[src/rtl/rr_sel4_4b.sv]
// Round-robin selector for four N-bit request channels feeding an internal
// 4-1 mux, with a one-word output register behind a valid/ready handshake.

module mux4_1_4b #(
  parameter int N = 4
) (
  input  logic [N-1:0] InA,
  input  logic [N-1:0] InB,
  input  logic [N-1:0] InC,
  input  logic [N-1:0] InD,
  input  logic [1:0]   S,
  output logic [N-1:0] Out
);
  always_comb begin
    Out = InA;
    case (S)
      2'd0: Out = InA;
      2'd1: Out = InB;
      2'd2: Out = InC;
      2'd3: Out = InD;
      default: Out = InA;
    endcase
  end
endmodule

module rr_sel4_4b #(
  parameter int N = 4
) (
  input  logic         clk,
  input  logic         rst,
  input  logic [3:0]   req,
  input  logic [N-1:0] InA,
  input  logic [N-1:0] InB,
  input  logic [N-1:0] InC,
  input  logic [N-1:0] InD,
  input  logic         out_ready,
  output logic [1:0]   S,
  output logic [3:0]   grant,
  output logic [N-1:0] Out,
  output logic         out_valid,
  output logic [1:0]   out_src
);
  // Handshake: Out/out_src are transferred on any rising edge where
  // out_valid=1 and out_ready=1; a new word may be loaded on that same edge.

  typedef enum logic {EMPTY = 1'b0, FULL = 1'b1} state_t;

  state_t         state;
  logic   [1:0]   ptr;
  logic   [1:0]   win;
  logic           found;
  logic           any;
  logic           load;
  logic   [N-1:0] sel_data;

  assign any       = |req;
  assign out_valid = (state == FULL);

  // Scan from the pointer upward so the most recently served channel is last.
  always_comb begin
    win   = ptr;
    found = 1'b0;
    for (int i = 0; i < 4; i++) begin
      if (!found && req[ptr + 2'(i)]) begin
        win   = ptr + 2'(i);
        found = 1'b1;
      end
    end
  end

  assign S     = any ? win : ptr;
  assign load  = any & (~out_valid | out_ready) & ~rst;
  assign grant = load ? (4'b0001 << win) : 4'b0000;

  mux4_1_4b #(.N(N)) u_mux (
    .InA (InA),
    .InB (InB),
    .InC (InC),
    .InD (InD),
    .S   (S),
    .Out (sel_data)
  );

  always_ff @(posedge clk) begin
    if (rst) begin
      state   <= EMPTY;
      Out     <= '0;
      out_src <= 2'd0;
      ptr     <= 2'd0;
    end else if (load) begin
      state   <= FULL;
      Out     <= sel_data;
      out_src <= win;
      ptr     <= win + 2'd1;
    end else if (state == FULL && out_ready) begin
      state <= EMPTY;
    end
  end
endmodule

[config.mk]
export PLATFORM = sky130hd
export DESIGN_NAME = rr_sel4_4b
export DESIGN_NICKNAME = d
export VERILOG_FILES = /design/src/rtl/rr_sel4_4b.sv
export SDC_FILE = /design/constraint.sdc
export NUM_CORES = 1
export LEC_CHECK = 0
export ABC_CLOCK_PERIOD_IN_PS = 3900
export CAP_MARGIN = 15
export CORE_MARGIN = 10
export CORE_UTILIZATION = 40
export CTS_CLUSTER_SIZE = 25
export DETAILED_ROUTE_END_ITERATION = 8
export GPL_TIMING_DRIVEN = 1
export PLACE_DENSITY = 0.76
export SETUP_SLACK_MARGIN = 0.02
export SYNTH_ARGS = -nofsm -noshare
export SYNTH_HDL_FRONTEND = slang
export SYNTH_SLANG_ARGS = --single-unit
[constraint.sdc]
create_clock -name clk -period 3.9 [get_ports clk]
set_input_delay 0.39 -clock clk [delete_from_list [all_inputs] [get_ports clk]]
set_output_delay 0.39 -clock clk [all_outputs]
set_load 0.01 [all_outputs]
### Word-level counts from Yosys, hierarchy flattened

Cells that the tools add are included.

* output and inout port bits: 13
* input port bits: 23
* logic and storage cells: 50
* register bits after elaboration: 9

* eq/ne operators: 3
* bitwise operators: 5
* muxes and demuxes: 19
* shifts and indexed selects: 1
* reductions and logical operators: 10
* $lt $le $gt $ge: 4
* add/sub/neg operators: 4

Operators with widths (count)
* $pmux W4 S4: 1
* $lt A2 B3 Y1 const B: 4
* $mux W1: 9
* $bmux W1 S2: 4
* $mux W2: 4
* $add A2 B1 Y2 const B: 2
* $add A2 B2 Y2 const B: 2
* $eq A2 B2 Y1 const B: 2
* $logic_and A1 B1 Y1: 4
* $mux W4: 1
* $reduce_or A4 Y1: 1
* $shl A1 B2 Y4 const A: 1
* $logic_not A1 Y1: 3
* $and A1 B1 Y1: 2
* $eq A2 B1 Y1 const B: 1
* $logic_not A2 Y1: 1
* $not A1 Y1: 2
* $reduce_bool A2 Y1: 1
* $or A1 B1 Y1: 1

### Logic depth before layout (Yosys ltp)

Gate-level depths: netlist (run 1).

* depth after elaboration: 15
* depth in mapped cells: 8
* depth with buffers taken out: 6

### Cells and area by module

From an unflattened synthesis (run 1), not the netlist that was laid out.

* cells, all modules: 62
* area total of the unflattened synthesis: 569.3 um^2

By module, submodules not included
* rr_sel4_4b: times used 1, cells an instance 58, area an instance 464.2 um^2, seq. area each 180.2 um^2
* mux4_1_4b: times used 1, cells an instance 4, area an instance 105.1 um^2, seq. area each 0.0 um^2

### Worst setup path before layout (run 1)

OpenSTA, ideal clock, no wires.

* path type: input port to output port
* from: input req[0]
* to: output grant[0]
* required time: 3510 ps
* path slack: 1746 ps
* arrival time: 1764 ps
* stages: 8
* path through: buf_6 -> nor2b_4 -> or4_1 -> buf_2 -> nand2_1 -> inv_1 -> ha_1 -> and3_1

* longest elaborated chain between the ends: 14

RTL lines
* start: declaration: line 31 `input logic [3:0] req,`
* $bmux W1 S2: line 64 `if (!found && req[ptr + 2'(i)]) begin`
* $mux W1 (implied by the code): line 64
* $mux W1: line 64
* $logic_not A1 Y1: line 64
* $logic_and A1 B1 Y1: line 64
* $mux W1: line 64
* $logic_not A1 Y1: line 64
* $logic_and A1 B1 Y1: line 64
* $mux W1: line 64
* $logic_not A1 Y1: line 64
* $logic_and A1 B1 Y1: line 64
* $mux W2 (*): line 64
* named net win[1]: line 50 `logic [1:0] win;`
* $shl A1 B2 Y4 (*): line 73 `assign grant = load ? (4'b0001 << win) : 4'b0000;`
* $mux W4 (*): line 73
* end: declaration: line 38 `output logic [3:0] grant,`

Mark *: on every way through the listed nets, which the timed path passes. The rest lies on a longest branch. The select of a mux whose other input is x is not followed.

### Worst setup path after layout (run 1)

* from: input req[3]
* to: output grant[0]

Same word-level chain as after synthesis.

==> metrics.txt, run 1 <==
status completed; hold violation count in the final report 0; Seq/Total Area, Yosys 0.226; Post-synth ARST share 0; Final HPWL DP 2010 um; vias in the first global route 881; DP Area 1140 um^2; Routed Wire Length 2490 um; number of core rows 16; f_max 301 MHz; CTS tree built; hold_ws 473 ps; dominant cell by count in the synthesized netlist dfxtp_1; crit path cell chain clkdlybuf4s50_1, and3b_1, or4_1, nand2_1, inv_1, ha_1, and3_1, clkdlybuf4s50_1; WP buf/inv 3; post-CTS setup buffers 0; NetSw 124 uW; sequential power share 0.326; power share of the combinational group 0.476; DIE HEIGHT 64.6 um; clock sink count 9; Crit path top cell by count clkdlybuf4s50_1; area of the core 1920 um^2; I/O pin cnt 36; post_cts resized 0; Max-slew headroom 0.652; area grow syn2layout 46.5%; layout cells sized above 1 0.0956; Post-Syn Area per Cell 7.65 um^2; Routed Antenna Nets 0; delay-heaviest family, CP buffers and inverters; final period utilization 0.851; number of buffers created by CTS 3; kind of capture point of the worst setup path primary output; CP max stage delay 690 ps; post-synth top area share 0.226; Final Max Tran Viols 0; routed len/inst 15.3 um; via count 900; first-pass iteration count of the detailed router 4; via/cell ratio 5.52; IO Port Bufs 35; hold_buf cts 0; initial drt markers 41; Setup CP Type input pin to primary output; setup TNS 0 ps; clk slew on worst S/H paths 60 ps; Worst VDD drop 0.217 mV; switching part of the total 0.342; nets 164; Post-synth EDFFs 0; Post-Syn Area 796 um^2; H-tree depth 1; Remaining DRCs 0; top post-synthesis cells by area dfxtp_1, ha_1, a32o_1, nand3_1, a21o_1; flops & latches, synth 9; Die W 64.6 um; RePlAce Congestion 0.810; leading area contributor after synthesis dfxtp_1; number of distinct library cells after synthesis 33; first-pass GRT wire length 4280 um; design internal power 239 uW; Worst Hold Class register to register; synthesized instance count 104; antenna fix cells 0; unrepaired setup endpoints after global routing false; critical path launch point type input pin; die area 4170 um^2; crit path DAT 2930 ps; final setup violating endpoints 0; gr usage total 0.123; Worst Tran Pin Value 517 ps; top cells by count, synth dfxtp_1, nand3_1, nor2_1, o21ai_0; largest net degree at the start of global routing 13; CP required 3510 ps; pwr/cell area 312 nW/um^2; Clock Power Share 0.198; CTS Root Cell clkbuf_4; final non-filler cell area 1170 um^2; Post-Syn Nets 131; max_cap viols 0; total gr overflow 0; post-route minimum period 3320 ps; Leakage 0.000477 uW; maximum clock insertion buffer count 2; Worst-Skew Late Latency 260 ps; Max Clock Skew 5.44 ps; Slowest-stage cell, CP clkdlybuf4s50_1; crit-path max FO 11; initial antenna violation count 0; initial core utilization 0.414; Primary FF master, synth dfxtp_1; Synth Warn # 0
final cells by class:
cell class              count  area (um^2)
flip-flops and latches      9          180
fillers                   189          756
inverters                   5         18.8
multi-input cells          82          549
repair buffers             36          358
well taps                  27         33.8
clock buffers               4         26.3
cells by family after synthesis:
logic type / count (synthesis) / synth area share
simple gates: 44 / 0.310
flops: 9 / 0.226
mux: 2 / 0.0252
buf+inv: 13 / 0.0833
compound gates: 32 / 0.292
fa+ha+maj: 4 / 0.0629
power by group through the flow:
stage / Combinational, uW / Clock (uW) / Sequential, uW
after floorplan: 101 / 0 / 119
after global placement: 170 / 0 / 120
after detailed placement: 173 / 0 / 121
after CTS: 174 / 75.9 / 119
after global routing: 192 / 77.0 / 121
final: 173 / 72.0 / 119
flip-flops by register name, summed over array words and instances, names as in the netlist:
name / flops
out_src: 2
ptr: 2
out_valid: 1
Out: 4
per-stage QoR:
step                      total power [uW]  setup WS (ps)   util  cells
final                                  364            581  0.607    163
after global routing                   390            464  0.607    163
after CTS                              369            609  0.607    163
after detailed placement               293            634  0.593    159
after global placement                 290            690  0.593    159
after floorplan                        220           1750      -    104
worst paths after layout:
kind                        from                  end  slack, ps  cells after the start
max                       req[3]             grant[0]        580                      8
min          Out[3]$_SDFFE_PP0P_  Out[3]$_SDFFE_PP0P_        470                      1
max reg2reg  ptr[1]$_SDFFE_PP0P_  ptr[1]$_SDFFE_PP0P_       1940                      5
min reg2reg  Out[3]$_SDFFE_PP0P_  Out[3]$_SDFFE_PP0P_        470                      1
routing by layer:
metal	wire [um]	track usage
met4	73	0.0642
met1	1150	0.151
met2	1060	0.181
met3	202	0.0447
met5	0	0
layout by cell type (no fill, tap or decap), drive strengths merged, types with 2 or more instances in the layout:
cell type	netlist	routed
o221a	2	2
nor2	7	7
nand2b	2	2
nand3	8	8
clkbuf	1	4
a31o	4	4
a32o	4	4
nor2b	5	5
inv	5	5
mux2i	2	2
nand2	5	5
dfxtp	9	9
nor4	2	2
clkdlybuf4s50	0	35
and3	4	4
ha	4	4
a21o	5	5
a21oi	4	4
and2	5	5
o21ai	9	9
nor3	3	3
(Power assumes the default switching activity.)
==> inputs of run 2 (changes only) <==
- GPL_TIMING_DRIVEN: 1 -> 0
==> metrics.txt, run 2 (synthesized netlist as in run 1, its figures left out) <==
CP max stage delay 480 ps (-210 ps); number of fill cells in the layout 189 (unchanged); CTS Root Cell clkbuf_4; CP required 3510 ps (about the same); unrepaired setup endpoints after global routing false; IO Port Bufs 33 (-5.7%); Worst-Skew Late Latency 270 ps (about the same); maximum clock insertion buffer count 2 (unchanged); max reg flops 4 (unchanged); Final Max Tran Viols 0 (unchanged); number of core rows 16 (unchanged); pwr/cell area 315 nW/um^2 (+1.0%); hold_buf cts 0 (unchanged); crit-path max FO 10 (-1); Leakage 0.000496 uW (+3.9%); I/O pin cnt 36 (unchanged); Worst Hold Class input pin to register; setup TNS 0 ps (unchanged); vias in the first global route 930 (+5.6%); first-pass GRT wire length 4140 um (-3.2%); Biggest register Out; post-route minimum period 3220 ps (-102 ps); CTS tree built; final setup violating endpoints 0 (unchanged); critical path launch point type input pin; nets 169 (+3.0%); Worst Tran Pin Value 518 ps (+0.988 ps); Final HPWL DP 2030 um (+1.0%); via count 903 (+0.33%); area grow syn2layout 49.1%; final period utilization 0.825 (-0.0263); kind of capture point of the worst setup path primary output; Slowest-stage cell, CP clkdlybuf4s50_1; Setup CP Type input pin to primary output; area of the core 1920 um^2 (unchanged); layout cells sized above 1 0.135 (+0.0392); WP buf/inv 5 (+2); initial drt markers 36 (-12%); final non-filler cell area 1190 um^2 (+1.7%); hold violation count in the final report 0 (unchanged); delay-heaviest family, CP buffers and inverters; RePlAce Congestion 0.799 (-1.3%); antenna fix cells 0 (unchanged); post-CTS setup buffers 0 (unchanged); gr usage total 0.121 (-0.00131); post_cts resized 0 (unchanged); max_cap viols 0 (unchanged); DP Area 1160 um^2 (+1.8%); f_max 311 MHz (+3.2%); crit path DAT 2830 ps (-100 ps); initial core utilization 0.414 (unchanged); hold_ws 447 ps (-26.6 ps); Routed Antenna Nets 0 (unchanged); initial antenna violation count 0 (unchanged); routed len/inst 15.0 um (-1.7%); Routed Wire Length 2520 um (+1.4%); crit path cell chain clkdlybuf4s50_1, buf_2, nor3_1, or4_1, buf_2, nand2_1, inv_1, ha_1, and3_1, clkdlybuf4s50_1; most frequent cells in the layout clkdlybuf4s50_1, dfxtp_1, nand3_1; H-tree depth 1 (unchanged); largest net degree at the start of global routing 11 (-2); total gr overflow 0 (unchanged); Die W 64.6 um (unchanged); DIE HEIGHT 64.6 um (unchanged); die area 4170 um^2 (unchanged); commonest non-fill, non-tap cell in the layout clkdlybuf4s50_1; status completed; Max Clock Skew 4.31 ps (-1.13 ps); Largest regs Out: 4 flops, out_src: 2 flops, ptr: 2 flops; Remaining DRCs 0 (unchanged); via/cell ratio 5.38 (-2.7%); number of buffers created by CTS 3 (unchanged); clock sink count 9 (unchanged); Worst VDD drop 0.259 mV (+20%); Max-slew headroom 0.652 (-0.000665); first-pass iteration count of the detailed router 4 (unchanged); clk slew on worst S/H paths 60 ps (about the same)
-- run 2: cell count changes in the layout (fill, tap and decap cells not counted), sizes merged --
cell	delta
buf	+6
clkdlybuf4s50	-2
clkbuf	+1
-- run 2: cell type report --
| cell class | count | area [um^2] | area share |
|---|---|---|---|
| Tap cell | 27 | 33.8 | 0.0285 |
| Buffer | 8 | 47.5 | 0.0401 |
| Clock buffer | 4 | 26.3 | 0.0222 |
| Timing Repair Buffer | 33 | 330 | 0.278 |
| Sequential cell | 9 | 180 | 0.152 |
| Inverter | 5 | 18.8 | 0.0158 |
| Multi-Input combinational cell | 82 | 549 | 0.463 |
-- run 2: metal layers --
layer  vias up  track usage  part of all wire
met4         0       0.0642             0.018
li1        453            -                 -
met1       408        0.135              0.43
met3         5       0.0481              0.11
met5         -            0                 0
met2        37        0.195              0.44
-- run 2: worst register-to-register path, stage by stage, from the launching register on --
cell	delay, ps
dfxtp_1	520
and2b_4	260
o21ai_1	150
o221a_2	200
buf_4	160
inv_1	80
ha_1	290
a211oi_1	180
-- run 2: path summary, 6_finish.rpt --
path	slack, ps	from	depth (start not counted)	end
worst max-delay path	680	req[3]	10	grant[0]
worst min-delay path	450	req[0]	3	out_valid$_SDFFE_PP0P_
worst max register to register	1980	ptr[0]$_SDFFE_PP0P_	7	ptr[1]$_SDFFE_PP0P_
worst min register to register	490	Out[1]$_SDFFE_PP0P_	1	Out[1]$_SDFFE_PP0P_
-- run 2: report_power, final --
group | internal (uW) | total, uW | switching [uW] | leakage, uW
sequential | 105 | 114 | 9.07 | 0.0000749
clock | 39.7 | 76.4 | 36.7 | 0.0000150
combinational | 98.8 | 183 | 84.3 | 0.000406
total | 244 | 374 | 130 | 0.000496
-- run 2: stage by stage --
| stage | power, uW | util | instances | worst slack (ps) |
|---|---|---|---|---|
| detailed placement | 299 | 0.604 | 164 | 689 |
| finish | 374 | 0.617 | 168 | 683 |
| global placement | 294 | 0.604 | 164 | 723 |
| floorplan | 220 | - | 104 | 1750 |
| global route | 397 | 0.617 | 168 | 559 |
| CTS | 376 | 0.617 | 168 | 673 |
